$ cat config.mk
export PLATFORM = sky130hd
export DESIGN_NAME = alu_sequencer
export DESIGN_NICKNAME = d
export VERILOG_FILES = /design/src/rtl/alu_sequencer.sv
export SDC_FILE = /design/constraint.sdc
export NUM_CORES = 1
export LEC_CHECK = 0
export CAP_MARGIN = 20
export CORE_AREA = 2 2 69 71
export CTS_CLUSTER_DIAMETER = 100
export DETAILED_ROUTE_END_ITERATION = 12
export DIE_AREA = 0 0 71 73
export GPL_TIMING_DRIVEN = 0
export PLACE_DENSITY = 0.8
export SLEW_MARGIN = 5
export SYNTH_ARGS = -nofsm -noshare
export SYNTH_HDL_FRONTEND = slang
export SYNTH_SLANG_ARGS = --single-unit
$ cat constraint.sdc
create_clock -name clock -period 2.3 [get_ports clock]
set_clock_uncertainty 0.1 [all_clocks]
set_input_delay 0.46 -clock clock [delete_from_list [all_inputs] [get_ports clock]]
set_output_delay 0.46 -clock clock [all_outputs]
set_load 0.02 [all_outputs]
$ cat src/rtl/alu_sequencer.sv
// Instruction sequencer driving the register-file + ALU datapath over a valid/ready handshake.
// Optional retired-instruction counter enabled by defining ALU_SEQ_RETIRE_COUNT_EN.
module alu_sequencer #(
  parameter int READ_LATENCY = 1
) (
  input  logic        clock,
  input  logic        reset_n,
  input  logic        instr_valid,
  output logic        instr_ready,
  input  logic [15:0] instr,
  input  logic [7:0]  alu_result,
  input  logic        alu_zero,
  input  logic        alu_carry,
  output logic [7:0]  ram_data,
  output logic        ram_write_enable,
  output logic [3:0]  ram_addr_write,
  output logic [3:0]  ram_addr0,
  output logic [3:0]  ram_addr1,
  output logic [2:0]  alu_select,
  output logic        busy,
  output logic        flag_zero,
  output logic        flag_carry,
  output logic [15:0] retired_count
);

  if ((READ_LATENCY < 1) || (READ_LATENCY > 15)) begin : g_bad_latency
    $error("alu_sequencer: READ_LATENCY must be in 1..15");
  end

  typedef enum logic [1:0] {IDLE, EXEC, WB} state_e;

  state_e      state_q, state_d;
  logic [3:0]  cnt_q, cnt_d;
  logic [3:0]  dest_q, dest_d;
  logic        ready_q, ready_d;
  logic        busy_q, busy_d;
  logic        we_q, we_d;
  logic [7:0]  data_q, data_d;
  logic [3:0]  addr_wr_q, addr_wr_d;
  logic [3:0]  addr0_q, addr0_d;
  logic [3:0]  addr1_q, addr1_d;
  logic [2:0]  sel_q, sel_d;
  logic        fz_q, fz_d;
  logic        fc_q, fc_d;

  always_comb begin
    state_d   = state_q;
    cnt_d     = cnt_q;
    dest_d    = dest_q;
    ready_d   = ready_q;
    busy_d    = busy_q;
    we_d      = we_q;
    data_d    = data_q;
    addr_wr_d = addr_wr_q;
    addr0_d   = addr0_q;
    addr1_d   = addr1_q;
    sel_d     = sel_q;
    fz_d      = fz_q;
    fc_d      = fc_q;
    case (state_q)
      IDLE: begin
        if (instr_valid && ready_q) begin
          ready_d = 1'b0;
          busy_d  = 1'b1;
          dest_d  = instr[11:8];
          if (instr[15]) begin
            // LOADI skips EXEC: the immediate goes straight to the write port
            state_d   = WB;
            we_d      = 1'b1;
            addr_wr_d = instr[11:8];
            data_d    = instr[7:0];
          end else begin
            state_d = EXEC;
            cnt_d   = 4'(READ_LATENCY - 1);
            sel_d   = instr[14:12];
            addr0_d = instr[7:4];
            addr1_d = instr[3:0];
          end
        end
      end
      EXEC: begin
        if (cnt_q == 4'd0) begin
          state_d   = WB;
          data_d    = alu_result;
          fz_d      = alu_zero;
          fc_d      = alu_carry;
          we_d      = 1'b1;
          addr_wr_d = dest_q;
        end else begin
          cnt_d = cnt_q - 4'd1;
        end
      end
      WB: begin
        state_d = IDLE;
        we_d    = 1'b0;
        ready_d = 1'b1;
        busy_d  = 1'b0;
      end
      default: begin
        state_d = IDLE;
        we_d    = 1'b0;
        ready_d = 1'b1;
        busy_d  = 1'b0;
      end
    endcase
  end

  always_ff @(posedge clock or negedge reset_n) begin
    if (!reset_n) begin
      state_q   <= IDLE;
      cnt_q     <= '0;
      dest_q    <= '0;
      ready_q   <= 1'b1;
      busy_q    <= 1'b0;
      we_q      <= 1'b0;
      data_q    <= '0;
      addr_wr_q <= '0;
      addr0_q   <= '0;
      addr1_q   <= '0;
      sel_q     <= '0;
      fz_q      <= 1'b0;
      fc_q      <= 1'b0;
    end else begin
      state_q   <= state_d;
      cnt_q     <= cnt_d;
      dest_q    <= dest_d;
      ready_q   <= ready_d;
      busy_q    <= busy_d;
      we_q      <= we_d;
      data_q    <= data_d;
      addr_wr_q <= addr_wr_d;
      addr0_q   <= addr0_d;
      addr1_q   <= addr1_d;
      sel_q     <= sel_d;
      fz_q      <= fz_d;
      fc_q      <= fc_d;
    end
  end

`ifdef ALU_SEQ_RETIRE_COUNT_EN
  logic [15:0] retired_q, retired_d;

  always_comb begin
    retired_d = retired_q;
    if (state_q == WB) retired_d = retired_q + 16'd1;
  end

  always_ff @(posedge clock or negedge reset_n) begin
    if (!reset_n) retired_q <= '0;
    else          retired_q <= retired_d;
  end

  assign retired_count = retired_q;
`else
  assign retired_count = '0;
`endif

  assign instr_ready      = ready_q;
  assign busy             = busy_q;
  assign ram_write_enable = we_q;
  assign ram_data         = data_q;
  assign ram_addr_write   = addr_wr_q;
  assign ram_addr0        = addr0_q;
  assign ram_addr1        = addr1_q;
  assign alu_select       = sel_q;
  assign flag_zero        = fz_q;
  assign flag_carry       = fc_q;

endmodule

==> results_dict.tcl, run 1 <==
set metrics [dict create \
    syn_area_per_cell_um2 13.53 \
    end_kind "register" \
    critical_path_class "register to register" \
    vias 1231 \
    period_share 0.9545 \
    grt_max_degree 27 \
    yosys_warnings 0 \
    grt_util_all_layers 0.1440 \
    dp.cells 261 \
    yosys.area_share.simple 0.04589 \
    setup_ws_ns 0.1048 \
    finalWirelength_um 3559 \
    seqPwrFrac 0.339 \
    drt_first_pass_iters 4 \
    ctsHtreeMaxLevel 2 \
    clkPwrFrac 0.206 \
    setup_tns_ns 0 \
    routed_via_density 4.542 \
    portBuffers 56 \
    synth-seq-area-share 0.5212 \
    synth_fa_ha_area_frac 0.01370 \
    syn_area_um2 1827 \
    clock-sinks 38 \
    p_total_w 0.003352 \
    worstPathMaxFanout 4 \
    fmax_mhz 455.5 \
    first_global_vias 1170 \
    vdd_drop_max_v 0.0005776 \
    pin_count 73 \
    rsz0062_at_grt "no" \
    cp.arrival_ns 2.28 \
    worst_setup_path_start_kind "register" \
    cts_tree "done" \
    p_per_area_nw_per_um2 1250 \
    post-dp-hpwl_um 2678 \
    hold_path_class "register to register" \
    switching_power_w 0.001078 \
    cts-buffers-inserted 5 \
    worstHoldPathCells 1 \
    finalNetCount 247 \
    synth_top_family_by_area "multiplexers" \
    post-route-util 0.5912 \
    clk_pin_slew_worst_paths_ns 0.08 \
    grt_antenna_before_repair 0 \
    row_count 25 \
    synth_cell_type_count 29 \
    synth-xor-area-share 0.004795 \
    dp_slack_ns -0.2286 \
    grt_pass1_wl_um 5589 \
    crit_required_ns 2.38 \
    status "finished clean" \
    maxSlewViolCount 0 \
    p_leak_nw 1.199 \
    core_um2 4536 \
    cts-root-buf "clkbuf_8" \
    start_util 0.4028 \
    post-route-drc-count 0 \
    clock_latency_ns 0.30 \
    synthMuxAreaShare 0.2692 \
    antenna_left 0 \
    die-area_um2 5183 \
    reg2reg_depth 6 \
    finalCriticalPeriod_ns 2.195 \
    avgRoutedWirePerCell_um 13.13 \
    die_height_um 73 \
    drive_above_1_share 0.3456 \
    syn_to_final_growth_pct 46.78 \
    combPwrFrac 0.456 \
    max_cap_violations 0 \
    synth_compound_area_frac 0.04658 \
    p_int_w 0.002275 \
    die_w_um 71 \
    switching_share 0.3214 \
    cts_max_path_buffers 2 \
    ys_seq_elements 38 \
    grt-ovfl-total 0 \
    finalHoldViolCount 0 \
    final_cells 271 \
    cts_resized 0 \
    finalSetupViolCount 0 \
    place_congestion 0.7379 \
    fillers 400 \
    antenna_cells 0 \
    postSynthCellCount 135 \
    drt_iter0_markers 18 \
]
## synthesized netlist by cell type, drive strengths merged
library cell / instances / area share
a21o: 2 / 0.0089
a211oi: 1 / 0.011
a31oi: 1 / 0.0034
nand2: 3 / 0.0062
nand2b: 1 / 0.0034
nor2: 4 / 0.0082
xnor2: 1 / 0.0048
nand3: 1 / 0.0027
nor3b: 1 / 0.0041
conb: 1 / 0.0021
mux2: 41 / 0.27
buf: 19 / 0.082
inv: 5 / 0.010
o22ai: 3 / 0.010
nand4bb: 1 / 0.0062
ha: 2 / 0.014
or3b: 1 / 0.0062
nor2b: 1 / 0.0034
nor3: 2 / 0.0055
o2bb2ai: 1 / 0.0048
a21oi: 1 / 0.0027
dfrtp: 37 / 0.51
o21ai: 2 / 0.0055
dfstp: 1 / 0.014
clkbuf: 2 / 0.0041
## registers in the layout, summed over array words and instances, names as in the netlist, 2 cells and up
signal and flops:
cnt_q 4, dest_q 4, ram_data 8, alu_select 3, state_q 2, ram_addr1 4
ram_addr_write 4, ram_addr0 4
## repair_timing
action,4_1_cts,5_1_grt
pin swaps,1,1
hold buffers,1,0
endpoints found under the setup margin,8,8
hold endpoints to repair,12,0
buffers inserted,0,1
## final cells by class
class,instances,area [µm²],share of cell area
clock inverter,3,68.82,0.02566
inverter,5,18.77,0.007000
buffer,21,157.7,0.05880
timing repair buffer,59,593.1,0.2212
multi-input combinational,86,754.5,0.2814
clock buffer,5,68.82,0.02566
sequential,38,952.2,0.3551
tap,54,67.56,0.02520
## cells in the final DEF (no fill, tap or decap), types with 2 or more instances in the layout
cell	synthesis	final
clkdlybuf4s50_1	0	55
dfrtp_1	37	37
mux2_2	33	33
buf_4	16	17
conb_1	1	16
mux2_4	8	8
inv_1	5	5
clkbuf_8	0	5
nor2_1	4	4
nand2_1	3	3
buf_2	2	3
o22ai_1	3	3
clkbuf_1	2	2
buf_12	1	2
nor3_1	2	2
o21ai_0	2	2
ha_1	2	2
bufinv_16	0	2
## cell families after synthesis
group / after synthesis
AO/OA/AOI/OAI: 11
buffers and inverters: 26
flip-flops: 38
AND/OR/NAND/NOR: 15
other: 1
adder cells (fa/ha/maj): 2
XOR/XNOR: 1
multiplexers: 41
## per-stage QoR
step	instance area [µm²]	hold WS, ns
finish	2681	0.3841
global route	2681	0.4220
CTS	2674	0.3924
detailed placement	2526	0.2752
global placement	2511	0.3677
floorplan	1883	0.06441
## per-layer routing
layer / routed length, µm / global-route usage
met1: 1521 / 0.1802
met2: 1706 / 0.2253
met3: 270 / 0.05663
met4: 61 / 0.05660
met5: 0 / 0
## worst paths after layout
kind                       startpoint          end  slack (ns)
setup / recovery             cnt_q[0]  ram_data[2]        0.10
hold / removal                   busy         busy        0.38
setup reg to reg             cnt_q[0]  ram_data[2]        0.10
hold reg to reg                  busy         busy        0.38
max in group asynchronous     reset_n  instr_ready        1.10
min in group asynchronous     reset_n   state_q[0]        0.49
## worst max-delay path, stage by stage (launching register included)
cell,delay [ns]
dfrtp_1,0.40
inv_1,0.11
ha_1,0.19
or3b_4,0.42
a211oi_4,0.33
buf_4,0.20
mux2_2,0.33
## power by group through the flow
stage	Sequential [W]	Clock [W]	Combinational, W
floorplan	0.00145	0	0.000554
global placement	0.00113	0	0.00152
detailed placement	0.00115	0	0.00153
CTS	0.00114	0.000706	0.00154
global route	0.00117	0.000730	0.00162
finish	0.00114	0.000690	0.00153
Power figures use the tool's default switching activity.
==> inputs of run 2 (changes only) <==
Settings changed: GPL_ROUTABILITY_DRIVEN set to 0.
==> results of run 2 <==
Final layout, timing and power as in run 1 (identical DEF).
